[src/rtl/cpu_pkg.sv]
// Shared CPU constants and the writeback grant-select encoding.
package cpu_pkg;

  localparam int XLEN       = 32;
  localparam int NUM_REGS   = 32;
  localparam int REG_ADDR_W = $clog2(NUM_REGS);

  typedef enum logic [1:0] {
    WB_NONE,
    WB_ALU,
    WB_LOAD,
    WB_MULDIV
  } wb_src_e;

endpackage

[src/rtl/reg_wb_arbiter_if.sv]
// Bundle of producer handshakes, scoreboard mark/read ports and the register-file write port.
interface reg_wb_arbiter_if #(
  parameter int XLEN = cpu_pkg::XLEN,
  parameter int AW   = cpu_pkg::REG_ADDR_W
);

  // Handshake: a producer holds valid and its rd/data stable until ready; the
  // result transfers at the rising edge where valid && ready. ALU has no ready.
  logic            alu_valid;
  logic [AW-1:0]   alu_rd;
  logic [XLEN-1:0] alu_data;
  logic            ld_valid;
  logic            ld_ready;
  logic [AW-1:0]   ld_rd;
  logic [XLEN-1:0] ld_data;
  logic            md_valid;
  logic            md_ready;
  logic [AW-1:0]   md_rd;
  logic [XLEN-1:0] md_data;
  logic            stall_req;
  logic            mark_en;
  logic [AW-1:0]   mark_rd;
  logic [AW-1:0]   rs1_addr;
  logic [AW-1:0]   rs2_addr;
  logic            rs1_busy;
  logic            rs2_busy;
  logic            write_en;
  logic [AW-1:0]   wr_addr;
  logic [XLEN-1:0] wr_data;

  modport slave (
    input  alu_valid, alu_rd, alu_data,
    input  ld_valid, ld_rd, ld_data,
    input  md_valid, md_rd, md_data,
    input  mark_en, mark_rd, rs1_addr, rs2_addr,
    output ld_ready, md_ready, stall_req,
    output rs1_busy, rs2_busy,
    output write_en, wr_addr, wr_data
  );

  modport master (
    output alu_valid, alu_rd, alu_data,
    output ld_valid, ld_rd, ld_data,
    output md_valid, md_rd, md_data,
    output mark_en, mark_rd, rs1_addr, rs2_addr,
    input  ld_ready, md_ready, stall_req,
    input  rs1_busy, rs2_busy,
    input  write_en, wr_addr, wr_data
  );

endinterface

[src/rtl/reg_scoreboard.sv]
// Pending-write scoreboard: one bit per register, set wins over clear, x0 never busy.
// Storage exists only when WB_SCOREBOARD_EN is defined; otherwise both busy outputs are 0.
module reg_scoreboard #(
  parameter int NUM_REGS = cpu_pkg::NUM_REGS,
  parameter int AW       = $clog2(NUM_REGS)
) (
  input  logic          clk,
  input  logic          reset,
  input  logic          set_en,
  input  logic [AW-1:0] set_addr,
  input  logic          clr_en,
  input  logic [AW-1:0] clr_addr,
  input  logic [AW-1:0] rd_addr_a,
  input  logic [AW-1:0] rd_addr_b,
  output logic          busy_a,
  output logic          busy_b
);

`ifdef WB_SCOREBOARD_EN
  logic [NUM_REGS-1:0] pending;

  // A same-edge set means a newer producer was issued, so it overrides the clear.
  always_ff @(posedge clk) begin
    if (reset) begin
      pending <= '0;
    end else begin
      for (int i = 1; i < NUM_REGS; i++) begin
        if (set_en && set_addr == AW'(i)) begin
          pending[i] <= 1'b1;
        end else if (clr_en && clr_addr == AW'(i)) begin
          pending[i] <= 1'b0;
        end
      end
      pending[0] <= 1'b0;
    end
  end

  assign busy_a = pending[rd_addr_a];
  assign busy_b = pending[rd_addr_b];
`else
  logic unused_sb_inputs;
  assign unused_sb_inputs = ^{clk, reset, set_en, set_addr, clr_en, clr_addr, rd_addr_a, rd_addr_b};
  assign busy_a = 1'b0;
  assign busy_b = 1'b0;
`endif

endmodule

[src/rtl/reg_wb_arbiter.sv]
// Register-file writeback arbiter: ALU > load > mul/div, with a starvation escape for mul/div.
// Optional pending-write scoreboard enabled by WB_SCOREBOARD_EN.
module reg_wb_arbiter #(
  parameter int XLEN         = cpu_pkg::XLEN,
  parameter int NUM_REGS     = cpu_pkg::NUM_REGS,
  parameter int STARVE_LIMIT = 4
) (
  input logic             clk,
  input logic             reset,
  reg_wb_arbiter_if.slave bus
);

  import cpu_pkg::*;

  localparam int AW = $clog2(NUM_REGS);
  localparam int CW = $clog2(STARVE_LIMIT + 1);
  localparam logic [CW-1:0] CNT_MAX = CW'(STARVE_LIMIT);

  wb_src_e         grant_src;
  logic            grant_valid;
  logic [AW-1:0]   grant_rd;
  logic [XLEN-1:0] grant_data;
  logic [CW-1:0]   starve_cnt;
  logic [CW-1:0]   starve_cnt_next;
  logic            stall_q;

  // In starve mode mul/div overtakes load; ALU still wins if the pipeline did not hold off.
  assign bus.ld_ready  = !bus.alu_valid && !(stall_q && bus.md_valid);
  assign bus.md_ready  = !bus.alu_valid && (!bus.ld_valid || stall_q);
  assign bus.stall_req = stall_q;
  assign grant_valid   = (grant_src != WB_NONE);

  always_comb begin
    grant_src       = WB_NONE;
    grant_rd        = '0;
    grant_data      = '0;
    starve_cnt_next = starve_cnt;
    if (bus.alu_valid) begin
      grant_src  = WB_ALU;
      grant_rd   = bus.alu_rd;
      grant_data = bus.alu_data;
    end else if (bus.ld_valid && bus.ld_ready) begin
      grant_src  = WB_LOAD;
      grant_rd   = bus.ld_rd;
      grant_data = bus.ld_data;
    end else if (bus.md_valid && bus.md_ready) begin
      grant_src  = WB_MULDIV;
      grant_rd   = bus.md_rd;
      grant_data = bus.md_data;
    end
    if (!bus.md_valid || grant_src == WB_MULDIV) begin
      starve_cnt_next = '0;
    end else if (starve_cnt != CNT_MAX) begin
      starve_cnt_next = starve_cnt + CW'(1);
    end
  end

  // Grants to x0 complete the handshake but leave the write port idle.
  always_ff @(posedge clk) begin
    if (reset) begin
      bus.write_en <= 1'b0;
      bus.wr_addr  <= '0;
      bus.wr_data  <= '0;
      starve_cnt   <= '0;
      stall_q      <= 1'b0;
    end else begin
      bus.write_en <= grant_valid && (grant_rd != '0);
      if (grant_valid && grant_rd != '0) begin
        bus.wr_addr <= grant_rd;
        bus.wr_data <= grant_data;
      end
      starve_cnt <= starve_cnt_next;
      stall_q    <= (starve_cnt_next == CNT_MAX);
    end
  end

  reg_scoreboard #(.NUM_REGS(NUM_REGS)) u_scoreboard (
    .clk       (clk),
    .reset     (reset),
    .set_en    (bus.mark_en),
    .set_addr  (bus.mark_rd),
    .clr_en    (grant_valid),
    .clr_addr  (grant_rd),
    .rd_addr_a (bus.rs1_addr),
    .rd_addr_b (bus.rs2_addr),
    .busy_a    (bus.rs1_busy),
    .busy_b    (bus.rs2_busy)
  );

endmodule
[src/flat_wrapper.sv]
// flat-port wrapper written by rule: the top's interface ports become plain ports
module reg_wb_arbiter_flat import cpu_pkg::*;
#(
  parameter int XLEN         = cpu_pkg::XLEN,
  parameter int NUM_REGS     = cpu_pkg::NUM_REGS,
  parameter int STARVE_LIMIT = 4
)
  (clk, reset, bus_alu_valid, bus_alu_rd, bus_alu_data, bus_ld_valid, bus_ld_rd, bus_ld_data, bus_md_valid, bus_md_rd, bus_md_data, bus_mark_en, bus_mark_rd, bus_rs1_addr, bus_rs2_addr, bus_ld_ready, bus_md_ready, bus_stall_req, bus_rs1_busy, bus_rs2_busy, bus_write_en, bus_wr_addr, bus_wr_data);
  reg_wb_arbiter_if #(.XLEN(XLEN)) bus_i ();
  input logic clk;
  input logic reset;
  input wire logic [$bits(bus_i.alu_valid)-1:0] bus_alu_valid;
  input wire logic [$bits(bus_i.alu_rd)-1:0] bus_alu_rd;
  input wire logic [$bits(bus_i.alu_data)-1:0] bus_alu_data;
  input wire logic [$bits(bus_i.ld_valid)-1:0] bus_ld_valid;
  input wire logic [$bits(bus_i.ld_rd)-1:0] bus_ld_rd;
  input wire logic [$bits(bus_i.ld_data)-1:0] bus_ld_data;
  input wire logic [$bits(bus_i.md_valid)-1:0] bus_md_valid;
  input wire logic [$bits(bus_i.md_rd)-1:0] bus_md_rd;
  input wire logic [$bits(bus_i.md_data)-1:0] bus_md_data;
  input wire logic [$bits(bus_i.mark_en)-1:0] bus_mark_en;
  input wire logic [$bits(bus_i.mark_rd)-1:0] bus_mark_rd;
  input wire logic [$bits(bus_i.rs1_addr)-1:0] bus_rs1_addr;
  input wire logic [$bits(bus_i.rs2_addr)-1:0] bus_rs2_addr;
  output wire logic [$bits(bus_i.ld_ready)-1:0] bus_ld_ready;
  output wire logic [$bits(bus_i.md_ready)-1:0] bus_md_ready;
  output wire logic [$bits(bus_i.stall_req)-1:0] bus_stall_req;
  output wire logic [$bits(bus_i.rs1_busy)-1:0] bus_rs1_busy;
  output wire logic [$bits(bus_i.rs2_busy)-1:0] bus_rs2_busy;
  output wire logic [$bits(bus_i.write_en)-1:0] bus_write_en;
  output wire logic [$bits(bus_i.wr_addr)-1:0] bus_wr_addr;
  output wire logic [$bits(bus_i.wr_data)-1:0] bus_wr_data;
  assign bus_i.alu_valid = bus_alu_valid;
  assign bus_i.alu_rd = bus_alu_rd;
  assign bus_i.alu_data = bus_alu_data;
  assign bus_i.ld_valid = bus_ld_valid;
  assign bus_i.ld_rd = bus_ld_rd;
  assign bus_i.ld_data = bus_ld_data;
  assign bus_i.md_valid = bus_md_valid;
  assign bus_i.md_rd = bus_md_rd;
  assign bus_i.md_data = bus_md_data;
  assign bus_i.mark_en = bus_mark_en;
  assign bus_i.mark_rd = bus_mark_rd;
  assign bus_i.rs1_addr = bus_rs1_addr;
  assign bus_i.rs2_addr = bus_rs2_addr;
  assign bus_ld_ready = bus_i.ld_ready;
  assign bus_md_ready = bus_i.md_ready;
  assign bus_stall_req = bus_i.stall_req;
  assign bus_rs1_busy = bus_i.rs1_busy;
  assign bus_rs2_busy = bus_i.rs2_busy;
  assign bus_write_en = bus_i.write_en;
  assign bus_wr_addr = bus_i.wr_addr;
  assign bus_wr_data = bus_i.wr_data;
  reg_wb_arbiter #(.XLEN(XLEN), .NUM_REGS(NUM_REGS), .STARVE_LIMIT(STARVE_LIMIT)) u_core (.clk(clk), .reset(reset), .bus(bus_i));
endmodule
[config.mk]
export PLATFORM = sky130hd
export DESIGN_NAME = reg_wb_arbiter_flat
export DESIGN_NICKNAME = d
export VERILOG_FILES = /design/src/rtl/cpu_pkg.sv /design/src/rtl/reg_wb_arbiter_if.sv /design/src/rtl/reg_scoreboard.sv /design/src/rtl/reg_wb_arbiter.sv /design/src/flat_wrapper.sv
export SDC_FILE = /design/constraint.sdc
export NUM_CORES = 1
export LEC_CHECK = 0
export CAP_MARGIN = 20
export CORE_ASPECT_RATIO = 0.8
export CORE_MARGIN = 5
export CORE_UTILIZATION = 36
export CTS_BUF_LIST = sky130_fd_sc_hd__clkbuf_16
export DETAILED_ROUTE_END_ITERATION = 6
export GPL_ROUTABILITY_DRIVEN = 0
export HOLD_SLACK_MARGIN = 0.15
export PLACE_DENSITY = 0.86
export SLEW_MARGIN = 25
export SYNTH_ARGS = -nofsm -noshare
export SYNTH_HDL_FRONTEND = slang
export SYNTH_SLANG_ARGS = --single-unit
[constraint.sdc]
create_clock -name clk -period 5.3 [get_ports clk]
set_input_delay 1.325 -clock clk [delete_from_list [all_inputs] [get_ports clk]]
set_output_delay 1.325 -clock clk [all_outputs]
set_load 0.02 [all_outputs]
==> flow_metrics.tcl, run 1 <==
set metrics [dict create \
    power_density_nw_per_um2 233 \
    grt_pass1_wl_mm 13.4 \
    timing.rr.start "u_core.bus.stall_req" \
    endpoint_kind "output port" \
    num_antenna_cells 0 \
    crit_type "in2out" \
    ys_seq_elements 42 \
    synth_compound_area_share_pct 43.6 \
    design.core.area_um2 6010 \
    yosys.area_share.xor_xnor_pct 0.388 \
    top_usage_layer "met2" \
    dieArea_um2 7960 \
    vdd_drop_max_mv 0.157 \
    fin_ws_ps 945 \
    cts_tree "done" \
    cts_hold_buf 0 \
    synth.distinct_cells 41 \
    cap_viol_max_count 0 \
    synth_top_family_by_area "compound AO/OA/AOI/OAI gates" \
    fin_crit_ps 4360 \
    antenna_found_initial 0 \
    grt_max_degree 39 \
    final_cells 452 \
    fin_skew_ps 3.41 \
    yosys.area.top_type "dfxtp_1" \
    synth_most_common_cell "dfxtp_1" \
    seq_area_frac_synth_pct 37.3 \
    critPathLaunchType "input port" \
    synth.cells.most_frequent "dfxtp_1 (42), a211oi_1 (32), a222oi_1 (32)" \
    synth-async-reset-ratio_pct 0 \
    worstPathCellList "clkdlybuf4s50_1, nor2_1, clkdlybuf4s50_1" \
    crit_top_cell "clkdlybuf4s50_1" \
    routed_via_density 5.87 \
    cts_root_buf "clkbuf_16" \
    vias 2653 \
    finalSetupTns_ps 0 \
    period_share_pct 82.2 \
    p_leak_nw 1.38 \
    synthMuxAreaShare_pct 0 \
    grtUsageTotal_pct 20.5 \
    rows 25 \
    routed_wl_mm 8.56 \
    drc 0 \
    synth_warnings 0 \
    slowest_stage "clkdlybuf4s50_1" \
    dr.pass1.iters 7 \
    post-route-util_pct 65.6 \
    final_hold_viol_count 0 \
    grt_util_met2_pct 37.3 \
    io_buffers 156 \
    fin_nets 505 \
    cp_max_fo 19 \
    post-cts-setup-buffer-count 0 \
    dpl.cell_count 445 \
    htreeDepth 2 \
    dieHeight_um 80.8 \
    syn_inst 234 \
    first_iter_violations 188 \
    slew_headroom_pct 39.8 \
    rsz0062_at_grt "no" \
    synthSimpleGateAreaFrac_pct 9.37 \
    worst_pin_slew_ps 901 \
    synth_top_area_share_pct 37.3 \
    setup_viol 0 \
    synthToLayoutAreaGrowth_pct 74.6 \
    clkTransAtPathRegs_ps 60 \
    cts_made_buffers 5 \
    synthAdderAreaFrac_pct 1.11 \
    ant_nets 0 \
    dp_slack_ps 950 \
    endpoint "bus_md_ready" \
    hold_class "reg2reg" \
    critical_path.max_stage_delay_ps 790 \
    grtUsageMet1_pct 23.0 \
    start_util_pct 37.6 \
    reg2reg_slack_ps 2930 \
    ys.flop_type "dfxtp_1" \
    r2r_cells 6 \
    outcome "complete, no violations" \
    fillers 481 \
    r2r-end "u_core.bus.wr_addr[0]" \
    drive_above_1_share_pct 5.66 \
    fmax_mhz 230 \
    cts_buffer_depth 2 \
    grt-ovfl-total 0 \
    cts_resized 0 \
    clkLatencyLatePin_ps 270 \
    io_pins 175 \
    synth.area.top_cells "dfxtp_1 (37%), a222oi_1 (14%), a31o_1 (12%), a211oi_1 (11%), clkbuf_1 (3.7%)" \
    post_drt_wl_per_cell_um 18.9 \
    drv_slew 0 \
    avgSynthCellArea_um2 9.65 \
    grt_pass1_vias 2795 \
    fp.dieW_um 98.5 \
    cp_data_arrival_time_ps 3030 \
    place_hpwl_mm 6.23 \
    cts.sinks 42 \
    cp.required_ps 3970 \
    synth_edf_count 0 \
    grtUsageMet3_pct 8.15 \
    crit_path_start "bus_alu_valid" \
    syn_area_um2 2260 \
]
==> area by class of cell <==
type | count | area, um^2 | share of cell area (%)
flip-flops and latches | 42 | 841 | 21.3
clock inverters | 2 | 7.51 | 0.191
multi-input cells | 156 | 1250 | 31.7
well taps | 81 | 101 | 2.57
clock buffers | 5 | 125 | 3.18
repair buffers | 161 | 1600 | 40.6
inverters | 5 | 18.8 | 0.476
==> critical path: cells and delay by family <==
| family | cells | cell delay (ps) |
|---|---|---|
| buffers and inverters | 2 | 1420 |
| and+or+nand+nor | 1 | 280 |
==> logic make-up (layout without fill, tap and decap cells) <==
| logic type | count (synthesis) | after routing |
|---|---|---|
| simple gates | 36 | 36 |
| buf+inv | 37 | 173 |
| compound gates | 115 | 115 |
| flops | 42 | 42 |
| fa+ha+maj | 2 | 2 |
| other cells | 1 | 2 |
| xor+xnor | 1 | 1 |
==> cell usage in the layout, fill, tap and decap left out, drive strengths merged, types with 2 or more instances in the layout <==
cell type and count:
o21ai 2, nand2 8, nor3 4, inv 7, buf 5, nand4 3
dfxtp 42, clkbuf 5, o21a 4, a222oi 32, ha 2, a21oi 4
a211oi 32, nor3b 2, conb 2, nor2 6, and2 2, a31o 33
nand3 3, clkdlybuf4s50 156, and3 2
==> state kept, by name (all words and copies together), names as in the netlist <==
name / flops
u_core.bus.wr_data: 32
u_core.bus.wr_addr: 5
u_core.starve_cnt: 3
u_core.bus.stall_req: 1
u_core.bus.write_en: 1
==> per-stage QoR <==
| stage | hold slack, ps | power, mW | instance area (um^2) |
|---|---|---|---|
| 5_1_grt | 487 | 0.960 | 3940 |
| 3_5_place_dp | 463 | 0.647 | 3810 |
| 4_1_cts | 476 | 0.924 | 3940 |
| 6_report | 473 | 0.918 | 3940 |
| 2_1_floorplan | 536 | 0.491 | 2260 |
| 3_3_place_gp | 454 | 0.640 | 3810 |
==> layer usage <==
metal  vias up  share of wire [%]
met2       120                 50
met3         6                9.8
met5         -                  0
met4         0               0.74
met1      1275                 39
li1       1252                  -
==> worst min-delay path by stage <==
stage	start	to	slack [ps]	cells past startpoint
final	u_core.bus.wr_data[23]	u_core.bus.wr_data[23]	470	1
after floorplan	u_core.starve_cnt[2]	u_core.starve_cnt[2]	540	2
after global placement	u_core.bus.wr_data[18]	u_core.bus.wr_data[18]	450	1
after detailed placement	u_core.bus.wr_data[4]	u_core.bus.wr_data[4]	460	1
after CTS	u_core.bus.wr_data[4]	u_core.bus.wr_data[4]	480	1
after global routing	u_core.bus.wr_data[11]	u_core.bus.wr_data[11]	490	1
==> power by group <==
part / switching (mW) / total [mW] / internal (mW)
logic: 0.129 / 0.288 / 0.159
registers: 0.0118 / 0.352 / 0.340
clock network: 0.111 / 0.279 / 0.168
Note: power is estimated with default switching activity, not from simulation.
==> run 2, diff against run 1 <==
--- a/config.mk
+++ b/config.mk
@@ -8,12 +8,12 @@
 export CAP_MARGIN = 20
 export CORE_ASPECT_RATIO = 0.8
 export CORE_MARGIN = 5
-export CORE_UTILIZATION = 36
+export CORE_UTILIZATION = 30
 export CTS_BUF_LIST = sky130_fd_sc_hd__clkbuf_16
 export DETAILED_ROUTE_END_ITERATION = 6
 export GPL_ROUTABILITY_DRIVEN = 0
 export HOLD_SLACK_MARGIN = 0.15
-export PLACE_DENSITY = 0.86
+export PLACE_DENSITY = 0.76
 export SLEW_MARGIN = 25
 export SYNTH_ARGS = -nofsm -noshare
 export SYNTH_HDL_FRONTEND = slang
==> constraint.sdc (replaced) <==
create_clock -name clk -period 3.67 [get_ports clk]
set_input_delay 0.9175 -clock clk [delete_from_list [all_inputs] [get_ports clk]]
set_output_delay 0.9175 -clock clk [all_outputs]
set_load 0.02 [all_outputs]
==> run 2 against run 1 <==
The run now ends with DRC left; flip-flop and latch count unchanged; clock power is 43% higher; combinational power is 48% higher; critical path depth did not move; worst hold slack got worse by 1.5 ps; global-route usage decreased by 3.0 points; largest cell class unchanged; highest routed layer unchanged.
==> flow_metrics.tcl, run 2 (synthesis results as in run 1) <==
set metrics [dict create \
    antenna_found_initial 0 \
    reg.largest.list "u_core.bus.wr_data x32, u_core.bus.wr_addr x5, u_core.starve_cnt x3" \
    grtUsageMet1_pct 21.0 \
    rows 28 \
    violations "DRC" \
    final_area_um2 3990 \
    start_util_pct 30.7 \
    fin_nets 511 \
    cts.sinks 42 \
    cp_data_arrival_time_ps 2330 \
    cp_max_fo 9 \
    cp.required_ps 2750 \
    crit_top_cell "clkdlybuf4s50_1" \
    post-cts-setup-buffer-count 0 \
    grt_max_degree 39 \
    fin_skew_ps 4.69 \
    cts_root_buf "clkbuf_16" \
    hold_class "reg2reg" \
    num_antenna_cells 0 \
    synthToLayoutAreaGrowth_pct 76.9 \
    grtUsageTotal_pct 17.5 \
    postPlaceCellArea_um2 3860 \
    regMostFlops "u_core.bus.wr_data" \
    top_usage_layer "met2" \
    final_cell_mix "clkdlybuf4s50_1 (156), dfxtp_1 (42), a222oi_1 (32), a211oi_1 (32), a31o_1 (31)" \
    cts_tree "done" \
    cts_made_buffers 5 \
    ant_nets 0 \
    vdd_drop_max_mv 0.160 \
    design.core.area_um2 7360 \
    io_pins 175 \
    dieHeight_um 87.6 \
    final_hold_viol_count 0 \
    clkTransAtPathRegs_ps 50 \
    critPathLaunchType "input port" \
    dieArea_um2 9370 \
    endpoint_kind "output port" \
    routed_wl_mm 8.59 \
    grt-ovfl-total 0 \
    cts_buffer_depth 2 \
    dr.pass1.iters 7 \
    grt_pass1_wl_mm 13.3 \
    power.total_mw 1.33 \
    slowest_stage "clkdlybuf4s50_1" \
    p_leak_nw 1.40 \
    first_iter_violations 223 \
    final_common_cell "clkdlybuf4s50_1" \
    htreeDepth 2 \
    drv_slew 0 \
    grtUsageMet3_pct 6.56 \
    worst_path_dominant_cell_family "buffers and inverters" \
    worst_pin_slew_ps 679 \
    vias 2645 \
    crit_type "in2out" \
    drc 19 \
    drive_above_1_share_pct 7.18 \
    outcome "finished with violations" \
    final_cells 466 \
    largest_register_ffs 32 \
    setup_viol 0 \
    fin_crit_ps 3250 \
    dpl.cell_count 460 \
    cts_hold_buf 0 \
    power_density_nw_per_um2 334 \
    grt_pass1_vias 2635 \
    worstPathCellList "clkdlybuf4s50_1, a21oi_1, clkdlybuf4s50_1" \
    critical_path.max_stage_delay_ps 620 \
    period_share_pct 88.5 \
    rsz0062_at_grt "no" \
    clkLatencyLatePin_ps 270 \
    fmax_mhz 308 \
    finalSetupTns_ps 0 \
    cts_resized 0 \
    cp_num_buf_inv 2 \
    cap_viol_max_count 0 \
    routed_via_density 5.68 \
    place_hpwl_mm 6.38 \
    io_buffers 156 \
    slew_headroom_pct 54.7 \
    fp.dieW_um 107 \
    grt_util_met2_pct 30.3 \
    post_drt_wl_per_cell_um 18.4 \
]
[run 2: cell count changes in the layout (fill, tap and decap cells not counted), sizes merged]
cell,before,now
clkinv,0,1
buf,5,11
inv,7,5
[run 2: worst paths after layout]
| check | startpoint | endpoint | slack [ps] | depth (start not counted) |
|---|---|---|---|---|
| hold reg to reg | u_core.bus.wr_data[11] | u_core.bus.wr_data[11] | 470 | 1 |
| hold / removal | u_core.bus.wr_data[11] | u_core.bus.wr_data[11] | 470 | 1 |
| setup reg to reg | u_core.bus.stall_req | u_core.bus.wr_data[1] | 1640 | 7 |
| setup / recovery | bus_md_valid | bus_ld_ready | 420 | 3 |
[run 2: final cells by class]
class	instances	area, um^2
clock buffer	5	125
clock inverter	1	3.75
fill	698	3360
inverter	5	18.8
multi-input combinational	156	1250
sequential	42	841
tap	90	113
timing repair buffer	167	1640
[run 2: layer usage]
metal / vias to the layer above / share of wire [%]
met3: 4 / 10
met4: 0 / 0.59
met2: 118 / 49
met1: 1265 / 41
met5: - / 0
li1: 1258 / -
[run 2: power breakdown]
group | switching [mW] | total, mW | internal, mW
Sequential | 0.0176 | 0.508 | 0.491
Clock | 0.158 | 0.400 | 0.242
Combinational | 0.188 | 0.425 | 0.236
[run 2: through the flow]
| stage | worst slack, ps | util [%] | hold WS (ps) |
|---|---|---|---|
| final | 422 | 54.3 | 471 |
| after global routing | 339 | 54.3 | 499 |
| after CTS | 414 | 54.3 | 476 |
| after detailed placement | 422 | 52.5 | 463 |
| after global placement | 443 | 52.5 | 454 |
| after floorplan | 1100 | - | 536 |
[run 2: worst register-to-register path, delay by kind of cell (launching register included)]
kind                   cells  cell delay, ps
AND/OR/NAND/NOR            2             330
buffers and inverters      1             250
AO/OA/AOI/OAI              4             930
flip-flops                 1             420
